==> config.mk <==
export PLATFORM = sky130hd
export DESIGN_NAME = sram_port_arbiter
export DESIGN_NICKNAME = d
export VERILOG_FILES = /design/src/rtl/sram_port_arbiter_pkg.sv /design/src/rtl/sram_port_arbiter_tag_fifo.sv /design/src/rtl/sram_port_arbiter.sv
export SDC_FILE = /design/constraint.sdc
export NUM_CORES = 1
export LEC_CHECK = 0
export ABC_AREA = 1
export CAP_MARGIN = 25
export CORE_AREA = 2 2 127 129
export DETAILED_ROUTE_END_ITERATION = 16
export DIE_AREA = 0 0 129 131
export PLACE_DENSITY_LB_ADDON = 0.12
export SLEW_MARGIN = 0
export SYNTH_ARGS = -nofsm -noshare
export SYNTH_HDL_FRONTEND = slang
export SYNTH_SLANG_ARGS = --single-unit
==> constraint.sdc <==
create_clock -name clk -period 4.81 [get_ports clk]
set_input_delay 1.2025 -clock clk [delete_from_list [all_inputs] [get_ports clk]]
set_output_delay 1.2025 -clock clk [all_outputs]
set_load 0.02 [all_outputs]
==> src/rtl/sram_port_arbiter_pkg.sv <==
// sram_port_arbiter_pkg: shared encodings for the inst/data sram port arbiter.
package sram_port_arbiter_pkg;
    localparam logic [1:0] SZ_BYTE = 2'd0;
    localparam logic [1:0] SZ_HALF = 2'd1;
    localparam logic [1:0] SZ_WORD = 2'd2;
    localparam logic OWN_INST = 1'b0;
    localparam logic OWN_DATA = 1'b1;
    typedef enum logic [1:0] {IDLE, HOLD_I, HOLD_D} grant_t;
endpackage

==> src/rtl/sram_port_arbiter_tag_fifo.sv <==
// sram_port_arbiter_tag_fifo: 1-bit owner-tag FIFO tracking outstanding bus transactions.
module sram_port_arbiter_tag_fifo #(
    parameter int DEPTH = 4,
    localparam int AW = $clog2(DEPTH)
) (
    input  logic        clk,
    input  logic        resetn,
    input  logic        push,
    input  logic        din,
    input  logic        pop,
    output logic        full,
    output logic        empty,
    output logic        head,
    output logic [AW:0] count
);
    logic [DEPTH-1:0] mem;
    logic [AW-1:0] wp, rp;
    logic do_push, do_pop;
    assign full = count == (AW+1)'(DEPTH);
    assign empty = count == '0;
    assign head = mem[rp];
    assign do_pop = pop & ~empty;
    // a pop in the same cycle frees the slot a push into a full FIFO needs
    assign do_push = push & (~full | do_pop);
    always_ff @(posedge clk) begin
        if (do_push) mem[wp] <= din;
    end
    always_ff @(posedge clk) begin
        if (!resetn) begin
            wp <= '0;
            rp <= '0;
            count <= '0;
        end else begin
            if (do_push) wp <= wp + 1'b1;
            if (do_pop) rp <= rp + 1'b1;
            count <= count + (AW+1)'(do_push) - (AW+1)'(do_pop);
        end
    end
endmodule

==> src/rtl/sram_port_arbiter.sv <==
// sram_port_arbiter: shares one sram-like port between inst and data requesters, routing responses by owner tag.
module sram_port_arbiter
    import sram_port_arbiter_pkg::*;
#(
    parameter int DEPTH = 4,
    parameter int ADDR_W = 32,
    parameter int DATA_W = 32,
    localparam int AW = $clog2(DEPTH)
) (
    input  logic                clk,
    input  logic                resetn,
    input  logic                inst_req,
    input  logic                inst_wr,
    input  logic [1:0]          inst_size,
    input  logic [ADDR_W-1:0]   inst_addr,
    input  logic [DATA_W/8-1:0] inst_wstrb,
    input  logic [DATA_W-1:0]   inst_wdata,
    output logic                inst_addr_ok,
    output logic                inst_data_ok,
    output logic [DATA_W-1:0]   inst_rdata,
    input  logic                data_req,
    input  logic                data_wr,
    input  logic [1:0]          data_size,
    input  logic [ADDR_W-1:0]   data_addr,
    input  logic [DATA_W/8-1:0] data_wstrb,
    input  logic [DATA_W-1:0]   data_wdata,
    output logic                data_addr_ok,
    output logic                data_data_ok,
    output logic [DATA_W-1:0]   data_rdata,
    output logic                bus_req,
    output logic                bus_wr,
    output logic [1:0]          bus_size,
    output logic [ADDR_W-1:0]   bus_addr,
    output logic [DATA_W/8-1:0] bus_wstrb,
    output logic [DATA_W-1:0]   bus_wdata,
    input  logic                bus_addr_ok,
    input  logic                bus_data_ok,
    input  logic [DATA_W-1:0]   bus_rdata,
    output logic [AW:0]         outstanding,
    output logic                proto_err
);
    grant_t state, state_nxt;
    logic sel_d, full, empty, head, pop, blocked, accept;
    assign pop = bus_data_ok & ~empty;
    assign blocked = full & ~pop;
    assign sel_d = (state == HOLD_D) | ((state == IDLE) & data_req);
    assign bus_req = resetn & (sel_d ? data_req : inst_req) & ~blocked;
    assign bus_wr = sel_d ? data_wr : inst_wr;
    assign bus_size = sel_d ? data_size : inst_size;
    assign bus_addr = sel_d ? data_addr : inst_addr;
    assign bus_wstrb = sel_d ? data_wstrb : inst_wstrb;
    assign bus_wdata = sel_d ? data_wdata : inst_wdata;
    assign accept = bus_req & bus_addr_ok;
    assign inst_addr_ok = accept & ~sel_d;
    assign data_addr_ok = accept & sel_d;
    assign inst_data_ok = pop & (head == OWN_INST);
    assign data_data_ok = pop & (head == OWN_DATA);
    assign inst_rdata = bus_rdata;
    assign data_rdata = bus_rdata;
    always_comb begin
        state_nxt = state;
        if (accept) state_nxt = IDLE;
        else if (bus_req && state == IDLE) state_nxt = sel_d ? HOLD_D : HOLD_I;
    end
    always_ff @(posedge clk) begin
        if (!resetn) begin
            state <= IDLE;
            proto_err <= 1'b0;
        end else begin
            state <= state_nxt;
            if (bus_data_ok && empty) proto_err <= 1'b1;
        end
    end
    sram_port_arbiter_tag_fifo #(.DEPTH(DEPTH)) u_tag_fifo (
        .clk   (clk),
        .resetn(resetn),
        .push  (accept),
        .din   (sel_d ? OWN_DATA : OWN_INST),
        .pop   (bus_data_ok),
        .full  (full),
        .empty (empty),
        .head  (head),
        .count (outstanding)
    );
endmodule

==> results.sh <==
export IMPL_cts_root_buf="clkbuf_16"
export IMPL_cp_cell_sequence="clkdlybuf4s50_1 -> o21ai_4 -> buf_12 -> nand2_1 -> nand2_1 -> clkdlybuf4s50_1"
export IMPL_grt_antenna_before_repair=0
export IMPL_setup_viol=0
export IMPL_initial_core_util_pct=13.60
export IMPL_holdPathStages=2
export IMPL_yosys_warnings=0
export IMPL_worst_pin_slew_ns=0.3250
export IMPL_synth_area_top_cells="nand2_1 40%, buf_4 23%, dfxtp_1 9.4%"
export IMPL_ctsResizeCount=0
export IMPL_fmax_mhz=231.7
export IMPL_ant_nets=0
export IMPL_dp_hpwl_um=8975
export IMPL_dp_cells=757
export IMPL_netlist_area_leader_share_pct=40.18
export IMPL_critPathLaunch="data_req"
export IMPL_die_y_um=131
export IMPL_leakagePower_nw=1.947
export IMPL_worstSetupEndpointType="output port"
export IMPL_clkTransAtPathRegs_ns=0.04
export IMPL_dr_total_vias=2667
export IMPL_netlist_instances=389
export IMPL_cts_hold_buf=0
export IMPL_dieArea_um2=16900
export IMPL_cts_setup_buffers=0
export IMPL_vias_per_cell=3.505
export IMPL_drive_above_1_share_pct=2.569
export IMPL_synth_nets=576
export IMPL_finalSetupTns_ns=0
export IMPL_place_gp_congestion=0.8392
export IMPL_drt_total_wl_um=10570
export IMPL_nets=733
export IMPL_p_total_w=0.0009967
export IMPL_postLayoutCoreUtil_pct=27.29
export IMPL_yosysMostFrequentCell="nand2_1"
export IMPL_rrSetupSlack_ns=2.72
export IMPL_design_core_area_um2=15600
export IMPL_ys_seq_area_share_pct=15.10
export IMPL_yosysTopAreaCell="nand2_1"
export IMPL_synth_edff_count=4
export IMPL_max_stage_delay_ns=0.63
export IMPL_status="completed"
export IMPL_post_route_drc_count=0
export IMPL_reg2reg_from="u_tag_fifo.count[1]"
export IMPL_port_buffers=227
export IMPL_drtIter0Drc=101
export IMPL_grt_max_degree=64
export IMPL_die_x_um=129
export IMPL_cts_max_path_buffers=2
export IMPL_insertion_delay_ns=0.24
export IMPL_area_growth_pct=100.7
export IMPL_crit_type="input port to output port"
export IMPL_critPathArrivalTime_ns=3.11
export IMPL_fillers=1766
export IMPL_place_ws_ns=0.5027
export IMPL_cp_max_fo=63
export IMPL_syn_avg_cell_area_um2=5.452
export IMPL_powerDensity_nw_per_um2=234.2
export IMPL_min_to="proto_err"
export IMPL_netlist_top_cells_count="227 x nand2_1, 64 x buf_4, 25 x inv_1, 15 x buf_2, 14 x nor2_1"
export IMPL_rsz0062_at_grt="no"
export IMPL_slew_headroom_pct=78.33
export IMPL_cts_tree="done"
export IMPL_layout_min_cycle_time_ns=4.317
export IMPL_reg2reg_depth=10
export IMPL_grt_pass1_vias=2670
export IMPL_r2r_end="u_tag_fifo.count[2]"
export IMPL_diodes=0
export IMPL_cts_buffers=3
export IMPL_drv_cap=0
export IMPL_grt_use_total_pct=11.60
export IMPL_drt_first_pass_iters=4
export IMPL_grt_overflow=0
export IMPL_crit_slowest_cell="clkdlybuf4s50_1"
export IMPL_ys_seq_elements=14
export IMPL_required_ns=3.61
export IMPL_synth_flop_cell="dfxtp_1"
export IMPL_clkSinkCount=14
export IMPL_fin_cells=761
export IMPL_rows=46
export IMPL_grt_pass1_wl_um=15210
export IMPL_synth_distinct_cells=22
export IMPL_async_flop_share_pct=0
export IMPL_final_max_slew_viol_count=0
export IMPL_hold_viol=0
export IMPL_min_from="proto_err"
export IMPL_finalCritPeriodShare_pct=89.74
export IMPL_route_detailed_wl_per_inst_um=13.88
export IMPL_pin_count=324
export IMPL_fin_ws_ns=0.4935
export IMPL_hold_path_class="flop to flop"
export IMPL_worstSetupStartpointType="input port"
export IMPL_htreeDepth=1
export IMPL_clock_skew_ns=0.003337
export IMPL_vdd_ir_drop_max_v=0.0001581
export IMPL_synth_area_um2=2121
-- flip-flops by register name (all words and copies together), names as in the netlist --
name              flops
proto_err             1
state                 2
u_tag_fifo.count      3
u_tag_fifo.mem        4
u_tag_fifo.rp         2
u_tag_fifo.wp         2
-- worst max-delay path: cells and delay by family --
family                 cells  cell delay (ns)
buffers and inverters      3             1.40
AND/OR/NAND/NOR            2             0.24
AO/OA/AOI/OAI              1             0.23
-- cell type report --
cell class,count,area (um2),area share [%]
sequential,14,320.3,7.525
timing repair buffer,232,2335,54.85
inverter,26,97.59,2.293
clock inverter,1,3.754,0.08818
multi-input combinational,269,1155,27.13
tap,216,270.3,6.349
clock buffer,3,75.07,1.764
-- metrics by stage --
| step | hold WS [ns] | area (um2) |
|---|---|---|
| finish | 0.4504 | 4257 |
| CTS | 0.4535 | 4257 |
| detailed placement | 0.4456 | 4178 |
| global route | 0.4908 | 4257 |
| global placement | 0.4416 | 4178 |
| floorplan | 0.4232 | 2121 |
-- power by group --
part / switching (W) / total [W] / internal [W]
sequential: 0.0000200 / 0.000162 / 0.000142
combinational: 0.000338 / 0.000679 / 0.000341
clock: 0.0000453 / 0.000155 / 0.000110
total: 0.000403 / 0.000997 / 0.000593
-- how the worst max path moves through the flow --
stage | endpoint | slack, ns
after floorplan | data_addr_ok | 1.62
after global placement | bus_addr[10] | 0.52
after detailed placement | bus_addr[0] | 0.50
after CTS | bus_addr[10] | 0.50
after global routing | bus_addr[10] | 0.38
final | bus_addr[0] | 0.49
-- cells by family (layout without fill, tap and decap cells) --
kind of cell	after synthesis	after routing	synth area share, %
fa+ha+maj	7	7	4.484
xor+xnor	1	1	0.4131
compound gates	13	13	3.658
simple gates	248	248	45.37
flops	14	14	15.10
buf+inv	106	262	30.97
-- layer usage --
metal	vias to the layer above	track usage, %	share of wire, %
met2	153	20.57	49
met5	-	0	0
met1	1097	13.41	39
li1	1403	-	-
met4	0	2.302	1.6
met3	14	4.397	9.8
-- placed cells by master, fill, tap and decap left out, drive strengths merged --
cell type	count
nand2	227
clkdlybuf4s50	227
inv	26
nor2	15
dfxtp	10
a21oi	7
ha	6
o21ai	5
buf	5
edfxtp	4
clkbuf	3
nand3	3
nand4	2
o22ai	1
and2	1
xnor2	1
fa	1
clkinv	1
No activity file was read; power rests on OpenSTA's default activity.
